## src/rtl/bpu_pkg.sv

```systemverilog
// rtl/bpu_pkg.sv - shared types and helpers for the branch target predictor
//
// Purpose: the BTB entry record, the weak-taken counter init value and
//          width-generic saturating counter helpers.
// Ports:   none (package).
package bpu_pkg;

  // Widest PC and counter the entry record can carry. Modules store their
  // configured widths zero-extended into these fields.
  localparam int BPU_MAX_PC_W  = 32;
  localparam int BPU_MAX_CTR_W = 8;

  typedef struct packed {
    logic                     valid;
    logic [BPU_MAX_PC_W-1:0]  tag;
    logic [BPU_MAX_PC_W-1:0]  target;
    logic [BPU_MAX_CTR_W-1:0] ctr;
  } bpu_entry_t;

  // Weak-taken: MSB of a w-bit counter set, all lower bits clear.
  function automatic logic [31:0] ctr_weak_taken(input int unsigned w);
    return 32'd1 << (w - 1);
  endfunction

  // Increment a w-bit value, holding at all-ones.
  function automatic logic [31:0] sat_inc(input logic [31:0] v, input int unsigned w);
    logic [31:0] top;
    top = 32'hFFFF_FFFF >> (32 - w);
    return (v >= top) ? top : v + 32'd1;
  endfunction

  // Decrement a value, holding at zero.
  function automatic logic [31:0] sat_dec(input logic [31:0] v, input int unsigned w);
    logic [31:0] top;
    top = 32'hFFFF_FFFF >> (32 - w);
    return (v == 32'd0) ? 32'd0 : ((v > top) ? top : v - 32'd1);
  endfunction

endpackage

```

## src/rtl/bpu_btb_entry.sv

```systemverilog
// rtl/bpu_btb_entry.sv - one BTB entry: registers, tag compares, counter update
//
// Purpose: holds valid/tag/target/ctr for a single branch and applies
//          allocation or training on the rising edge.
// Ports:   clk, rst_n            - clock, async active-low reset
//          lkp_pc                - lookup PC; lkp_match/lkp_taken/lkp_target out
//          upd_valid/upd_pc/upd_target/upd_taken - resolved branch
//          alloc                 - overwrite this entry with the resolved branch
//          upd_hit               - entry is valid and tagged with upd_pc
module bpu_btb_entry
  import bpu_pkg::*;
#(
  parameter int PC_W  = 16,
  parameter int CTR_W = 2
) (
  input  logic            clk,
  input  logic            rst_n,
  input  logic [PC_W-1:0] lkp_pc,
  output logic            lkp_match,
  output logic            lkp_taken,
  output logic [PC_W-1:0] lkp_target,
  input  logic            upd_valid,
  input  logic [PC_W-1:0] upd_pc,
  input  logic [PC_W-1:0] upd_target,
  input  logic            upd_taken,
  input  logic            alloc,
  output logic            upd_hit
);

  localparam logic [BPU_MAX_CTR_W-1:0] CTR_INIT = BPU_MAX_CTR_W'(ctr_weak_taken(CTR_W));

  bpu_entry_t ent_q;
  logic [BPU_MAX_CTR_W-1:0] ctr_up;
  logic [BPU_MAX_CTR_W-1:0] ctr_dn;

  assign lkp_match  = ent_q.valid && (ent_q.tag == BPU_MAX_PC_W'(lkp_pc));
  assign lkp_taken  = ent_q.ctr[CTR_W-1];
  assign lkp_target = PC_W'(ent_q.target);
  assign upd_hit    = ent_q.valid && (ent_q.tag == BPU_MAX_PC_W'(upd_pc));

  assign ctr_up = BPU_MAX_CTR_W'(sat_inc(32'(ent_q.ctr), CTR_W));
  assign ctr_dn = BPU_MAX_CTR_W'(sat_dec(32'(ent_q.ctr), CTR_W));

  always_ff @(posedge clk or negedge rst_n) begin
    if (!rst_n) begin
      ent_q <= '0;
    end else if (alloc) begin
      ent_q.valid  <= 1'b1;
      ent_q.tag    <= BPU_MAX_PC_W'(upd_pc);
      ent_q.target <= BPU_MAX_PC_W'(upd_target);
      ent_q.ctr    <= CTR_INIT;
    end else if (upd_valid && upd_hit) begin
      if (upd_taken) begin
        ent_q.ctr    <= ctr_up;
        ent_q.target <= BPU_MAX_PC_W'(upd_target);
      end else begin
        ent_q.ctr    <= ctr_dn;
      end
    end
  end

endmodule

```

## src/rtl/branch_target_predictor.sv

```systemverilog
// rtl/branch_target_predictor.sv - BTB with direction counters and mispredict flush
//
// Purpose: predicts direction/target for the IF/ID branch, trains on EX/MEM
//          resolution, and emits a registered flush/redirect on mispredict.
// Ports:   clk, rst_n                    - clock, async active-low reset
//          lkp_valid, lkp_pc             - lookup request
//          pred_hit/pred_taken/pred_target - combinational prediction
//          upd_*                         - resolved branch and its carried prediction
//          flush, redirect_pc            - one-cycle squash and correct fetch PC
//          mispred_cnt                   - saturating mispredict statistic
module branch_target_predictor
  import bpu_pkg::*;
#(
  parameter int ENTRIES = 8,
  parameter int PC_W    = 16,
  parameter int CTR_W   = 2,
  parameter int STAT_W  = 16
) (
  input  logic              clk,
  input  logic              rst_n,
  input  logic              lkp_valid,
  input  logic [PC_W-1:0]   lkp_pc,
  output logic              pred_hit,
  output logic              pred_taken,
  output logic [PC_W-1:0]   pred_target,
  input  logic              upd_valid,
  input  logic [PC_W-1:0]   upd_pc,
  input  logic [PC_W-1:0]   upd_pc_next,
  input  logic [PC_W-1:0]   upd_target,
  input  logic              upd_taken,
  input  logic              upd_pred_taken,
  input  logic [PC_W-1:0]   upd_pred_target,
  output logic              flush,
  output logic [PC_W-1:0]   redirect_pc,
  output logic [STAT_W-1:0] mispred_cnt
);

  localparam int VP_W = $clog2(ENTRIES);

  logic [ENTRIES-1:0] lkp_match;
  logic [ENTRIES-1:0] lkp_taken;
  logic [PC_W-1:0]    lkp_target [ENTRIES];
  logic [ENTRIES-1:0] upd_hit;
  logic [VP_W-1:0]    vp_q;
  logic               alloc_en;
  logic               mispredict;

  // Allocation only on a taken miss, so a PC never occupies two entries.
  assign alloc_en = upd_valid && upd_taken && (upd_hit == '0);

  for (genvar i = 0; i < ENTRIES; i++) begin : g_entry
    bpu_btb_entry #(
      .PC_W  (PC_W),
      .CTR_W (CTR_W)
    ) u_entry (
      .clk        (clk),
      .rst_n      (rst_n),
      .lkp_pc     (lkp_pc),
      .lkp_match  (lkp_match[i]),
      .lkp_taken  (lkp_taken[i]),
      .lkp_target (lkp_target[i]),
      .upd_valid  (upd_valid),
      .upd_pc     (upd_pc),
      .upd_target (upd_target),
      .upd_taken  (upd_taken),
      .alloc      (alloc_en && (vp_q == VP_W'(i))),
      .upd_hit    (upd_hit[i])
    );
  end

  // Scan from the top down so the lowest matching index is the last writer.
  always_comb begin
    pred_hit    = 1'b0;
    pred_taken  = 1'b0;
    pred_target = '0;
    for (int i = ENTRIES - 1; i >= 0; i--) begin
      if (lkp_valid && lkp_match[i]) begin
        pred_hit    = 1'b1;
        pred_taken  = lkp_taken[i];
        pred_target = lkp_target[i];
      end
    end
  end

  always_ff @(posedge clk or negedge rst_n) begin
    if (!rst_n) begin
      vp_q <= '0;
    end else if (alloc_en) begin
      vp_q <= (vp_q == VP_W'(ENTRIES - 1)) ? '0 : vp_q + 1'b1;
    end
  end

  assign mispredict = upd_valid &&
                      ((upd_taken != upd_pred_taken) ||
                       (upd_taken && (upd_target != upd_pred_target)));

  always_ff @(posedge clk or negedge rst_n) begin
    if (!rst_n) begin
      flush       <= 1'b0;
      redirect_pc <= '0;
      mispred_cnt <= '0;
    end else begin
      flush <= mispredict;
      if (mispredict) begin
        redirect_pc <= upd_taken ? upd_target : upd_pc_next;
        mispred_cnt <= STAT_W'(sat_inc(32'(mispred_cnt), STAT_W));
      end
    end
  end

endmodule

```

## config.mk

```make
export PLATFORM = sky130hd
export DESIGN_NAME = branch_target_predictor
export DESIGN_NICKNAME = d
export VERILOG_FILES = /design/src/rtl/bpu_pkg.sv /design/src/rtl/bpu_btb_entry.sv /design/src/rtl/branch_target_predictor.sv
export SDC_FILE = /design/constraint.sdc
export NUM_CORES = 1
export LEC_CHECK = 0
export ABC_AREA = 0
export BUFFER_PORTS_ARGS = -buffer_cell sky130_fd_sc_hd__buf_2
export CAP_MARGIN = 20
export CORE_MARGIN = 3
export CORE_UTILIZATION = 56
export DETAILED_ROUTE_END_ITERATION = 8
export GPL_TIMING_DRIVEN = 0
export PLACE_DENSITY = 0.77
export SLEW_MARGIN = 20
export SYNTH_ARGS = -nofsm -noshare
export SYNTH_HDL_FRONTEND = slang
export SYNTH_SLANG_ARGS = --single-unit
```

## constraint.sdc

```tcl
create_clock -name clk -period 5.62 [get_ports clk]
set_clock_uncertainty 0.1 [all_clocks]
set_input_delay 1.686 -clock clk [delete_from_list [all_inputs] [get_ports clk]]
set_output_delay 1.686 -clock clk [all_outputs]
set_load 0.005 [all_outputs]
```

==> flow_metrics.tcl <==
set metrics [dict create \
    core.rowCount 70 \
    netSwitchingPower_mw 3.58 \
    cp_max_fo 8 \
    cts_tree "yes" \
    crit_type "input pin to output port" \
    synth_most_common_cell "dfrtp_1" \
    combinationalPowerShare_pct 31.0 \
    dpl.hpwl_um 48000 \
    finalSetupTns_ns -3.99 \
    min_period_ns 5.92 \
    fill_cells 2681 \
    fin_util_pct 68.4 \
    arrival_ns 4.13 \
    status "complete, but fails checks" \
    netlist_area_mm2 0.0212 \
    via_count 18500 \
    synthToLayoutAreaGrowth_pct 19.2 \
    drtIter0Drc 2241 \
    cts_root_buffer "clkbuf_16" \
    hold_class "register to register" \
    regArea_mm2 0.00911 \
    worst_path_max_delay_cell "or4_4" \
    ys_async_sr_fraction_pct 100 \
    htree_levels 2 \
    internal_power_mw 6.79 \
    rsz0062_at_grt "true" \
    worstSetupStartpointType "input pin" \
    ff2ff_setup_slack_ns 1.42 \
    post-route-period-util_pct 105 \
    worstMarginPinSlew_ns 1.07 \
    final_layout_size_suffix_gt1_share_pct 28.0 \
    ys.warnings.count 0 \
    drv_slew 0 \
    cts_buffers 41 \
    ys_seq_elements 364 \
    p_sw_share_pct 34.5 \
    syn_nets 2199 \
    place_area_mm2 0.0225 \
    finalHoldViolCount 0 \
    die-area_mm2 0.0402 \
    grt.overflow.total 0 \
    gp_congestion 0.991 \
    grt_max_degree 104 \
    fp.dieW_um 201 \
    yosys.area.top_type "dfrtp_1" \
    first_global_vias 18000 \
    drt-pass1-iter-count 8 \
    track_usage_pct 33.9 \
    endpoint_kind "output port" \
    core_mm2 0.0370 \
    cp.required_ns 3.83 \
    finalSetupViolCount 18 \
    final_cell_count_no_fill 2806 \
    violations "negative setup slack" \
    grt_pass1_wl_um 106000 \
    synthCells 2090 \
    max_freq_ghz 0.169 \
    power_frac_seq_pct 42.9 \
    vias_per_cell 6.60 \
    clk_pin_slew_ns 0.06 \
    vdd_ir_drop_max_mv 0.378 \
    p_leak_nw 10.9 \
    crit_top_cell "buf_6" \
    synthTopCellsByCount "364 x dfrtp_1, 216 x mux2_2, 157 x xnor2_1, 125 x xor2_1, 110 x clkbuf_1" \
    portBuffers 87 \
    crit_chain "buf_6 > xnor2_1 > nand4_1 > or4_4 > nor4_4 > buf_4 > buf_6 > buf_6 > buf_6 > a21oi_2 > a21o_1 > a31oi_4 > buf_2" \
    synthTopCellsByArea "dfrtp_1 43%, mux2_2 11%, xnor2_1 6.5%" \
    cts_max_path_buffers 3 \
    wl_um 71400 \
    drv_cap 0 \
    synth_edf_count 0 \
    hold_slack_ns 0.372 \
    post_synth_num_cell_types 64 \
    syn_avg_cell_area_um2 10.1 \
    cts.sinks 364 \
    io_pins 137 \
    design_area_mm2 0.0253 \
    max_stage_delay_ns 0.56 \
    synth_seq_area_share_pct 42.9 \
    relSlewSlack_pct 28.6 \
    placed_cells 2685 \
    multi_input_area_mm2 0.0117 \
    setup_ws_ns -0.296 \
    routedWlPerCell_um 25.5 \
    antenna_found_initial 1 \
    drcViolationCount 0 \
    power.density_mw_per_mm2 410 \
    initial_core_util_pct 57.4 \
    die_h_um 201 \
    ant_nets 0 \
    p_clk_share_pct 26.1 \
    synth_top_area_share_pct 42.9 \
    layout.nets 2383 \
    clk_latency_ns 0.58 \
    synth_ff_type "dfrtp_1" \
]
-- registers in the layout, summed over array words and instances (netlist names) --
signal	cells
g_entry.u_entry.ent_q	192
g_entry.u_entry.lkp_taken	8
vp_q	3
mispred_cnt	16
redirect_pc	16
flush	1
g_entry.u_entry.lkp_target	128
-- critical path, delay by kind of cell --
kind            cells  cell delay [ns]
simple gates        3             0.92
buf+inv             6             0.85
compound gates      3             0.45
xor+xnor            1             0.21
-- metal layers --
metal  track usage (%)  wire [um]  vias up
met3              8.08       8060      325
met4              15.9       4100        2
met5                 0         16        -
met1              45.5      27800     9035
met2              52.3      31400     1279
li1                  -          -     7868
-- logic make-up (layout without fill, tap and decap cells) --
kind of cell             Yosys count  after routing  synth area share, %
AND/OR/NAND/NOR                  589            589                 15.4
flip-flops                       364            364                 42.9
AO/OA/AOI/OAI                    333            334                 11.0
XOR/XNOR                         282            282                 11.6
buffers and inverters            266            475                 5.15
multiplexers                     233            233                 12.5
adder cells (fa/ha/maj)           23             23                 1.36
other                              0              2                    0
-- area by class of cell --
class,instances,area share (%)
multi-input cells,1461,46.4
flip-flops and latches,364,36.0
clock buffers,57,4.65
plain buffers,168,4.46
repair buffers,142,4.00
well taps,504,2.49
inverters,96,1.42
clock inverters,12,0.554
diodes,2,0.0198
-- what timing repair did --
item                       4_1_cts  5_1_grt
hold buffers                     0        0
pin swaps                       35       34
resized for setup              155       98
setup endpoints to repair       18       18
cloned                           2        1
setup buffers                   30       19
-- power groups by stage --
stage | registers [mW] | clock network, mW | logic, mW
floorplan | 4.17 | 0 | 2.32
global placement | 4.32 | 0 | 2.84
detailed placement | 4.38 | 0 | 2.96
CTS | 4.37 | 2.70 | 3.06
global route | 4.54 | 2.82 | 3.47
finish | 4.44 | 2.71 | 3.22
-- cell usage in the layout (no fill, tap or decap), types with 15 or more instances in the layout --
| cell | netlist | layout |
|---|---|---|
| clkbuf_8 | 0 | 15 |
| o221ai_1 | 33 | 32 |
| buf_2 | 48 | 136 |
| nand3b_1 | 34 | 34 |
| dfrtp_1 | 364 | 364 |
| and2_1 | 21 | 18 |
| a21boi_0 | 17 | 17 |
| xnor2_1 | 157 | 137 |
| nor3_1 | 61 | 59 |
| ha_1 | 23 | 23 |
| and3_1 | 19 | 19 |
| buf_4 | 1 | 43 |
| mux2_2 | 216 | 216 |
| buf_6 | 4 | 18 |
| clkbuf_16 | 0 | 52 |
| nand2_1 | 108 | 107 |
| xor2_1 | 125 | 125 |
| nand3_1 | 99 | 98 |
| clkbuf_1 | 110 | 80 |
| a21oi_1 | 81 | 64 |
| nor2_1 | 44 | 42 |
| nor4_1 | 47 | 37 |
| inv_1 | 96 | 96 |
| a21oi_2 | 0 | 17 |
| nand4_1 | 49 | 49 |
| o21ai_0 | 51 | 40 |
| or3_1 | 24 | 24 |
| a311o_1 | 32 | 32 |
| a21o_1 | 17 | 17 |
| xnor2_2 | 0 | 15 |
| or4_1 | 28 | 23 |
-- final timing paths --
check,from,to,depth (start not counted)
min in group asynchronous,rst_n,mispred_cnt[0],1
worst min-delay path,redirect_pc[10],redirect_pc[10],2
max in group asynchronous,rst_n,g_entry[1].u_entry.ent_q[49],4
worst max register to register,g_entry[2].u_entry.ent_q[54],g_entry[2].u_entry.ent_q[46],9
worst max-delay path,lkp_pc[0],pred_taken,13
worst min register to register,redirect_pc[10],redirect_pc[10],2
-- metrics by stage --
stage	power (mW)	worst slack [ns]
6_report	10.4	-0.296
5_1_grt	10.8	-0.344
4_1_cts	10.1	-0.194
3_5_place_dp	7.34	-1.45
3_3_place_gp	7.16	-4.30
2_1_floorplan	6.49	0.0144
No activity file was read; power rests on OpenSTA's default activity.
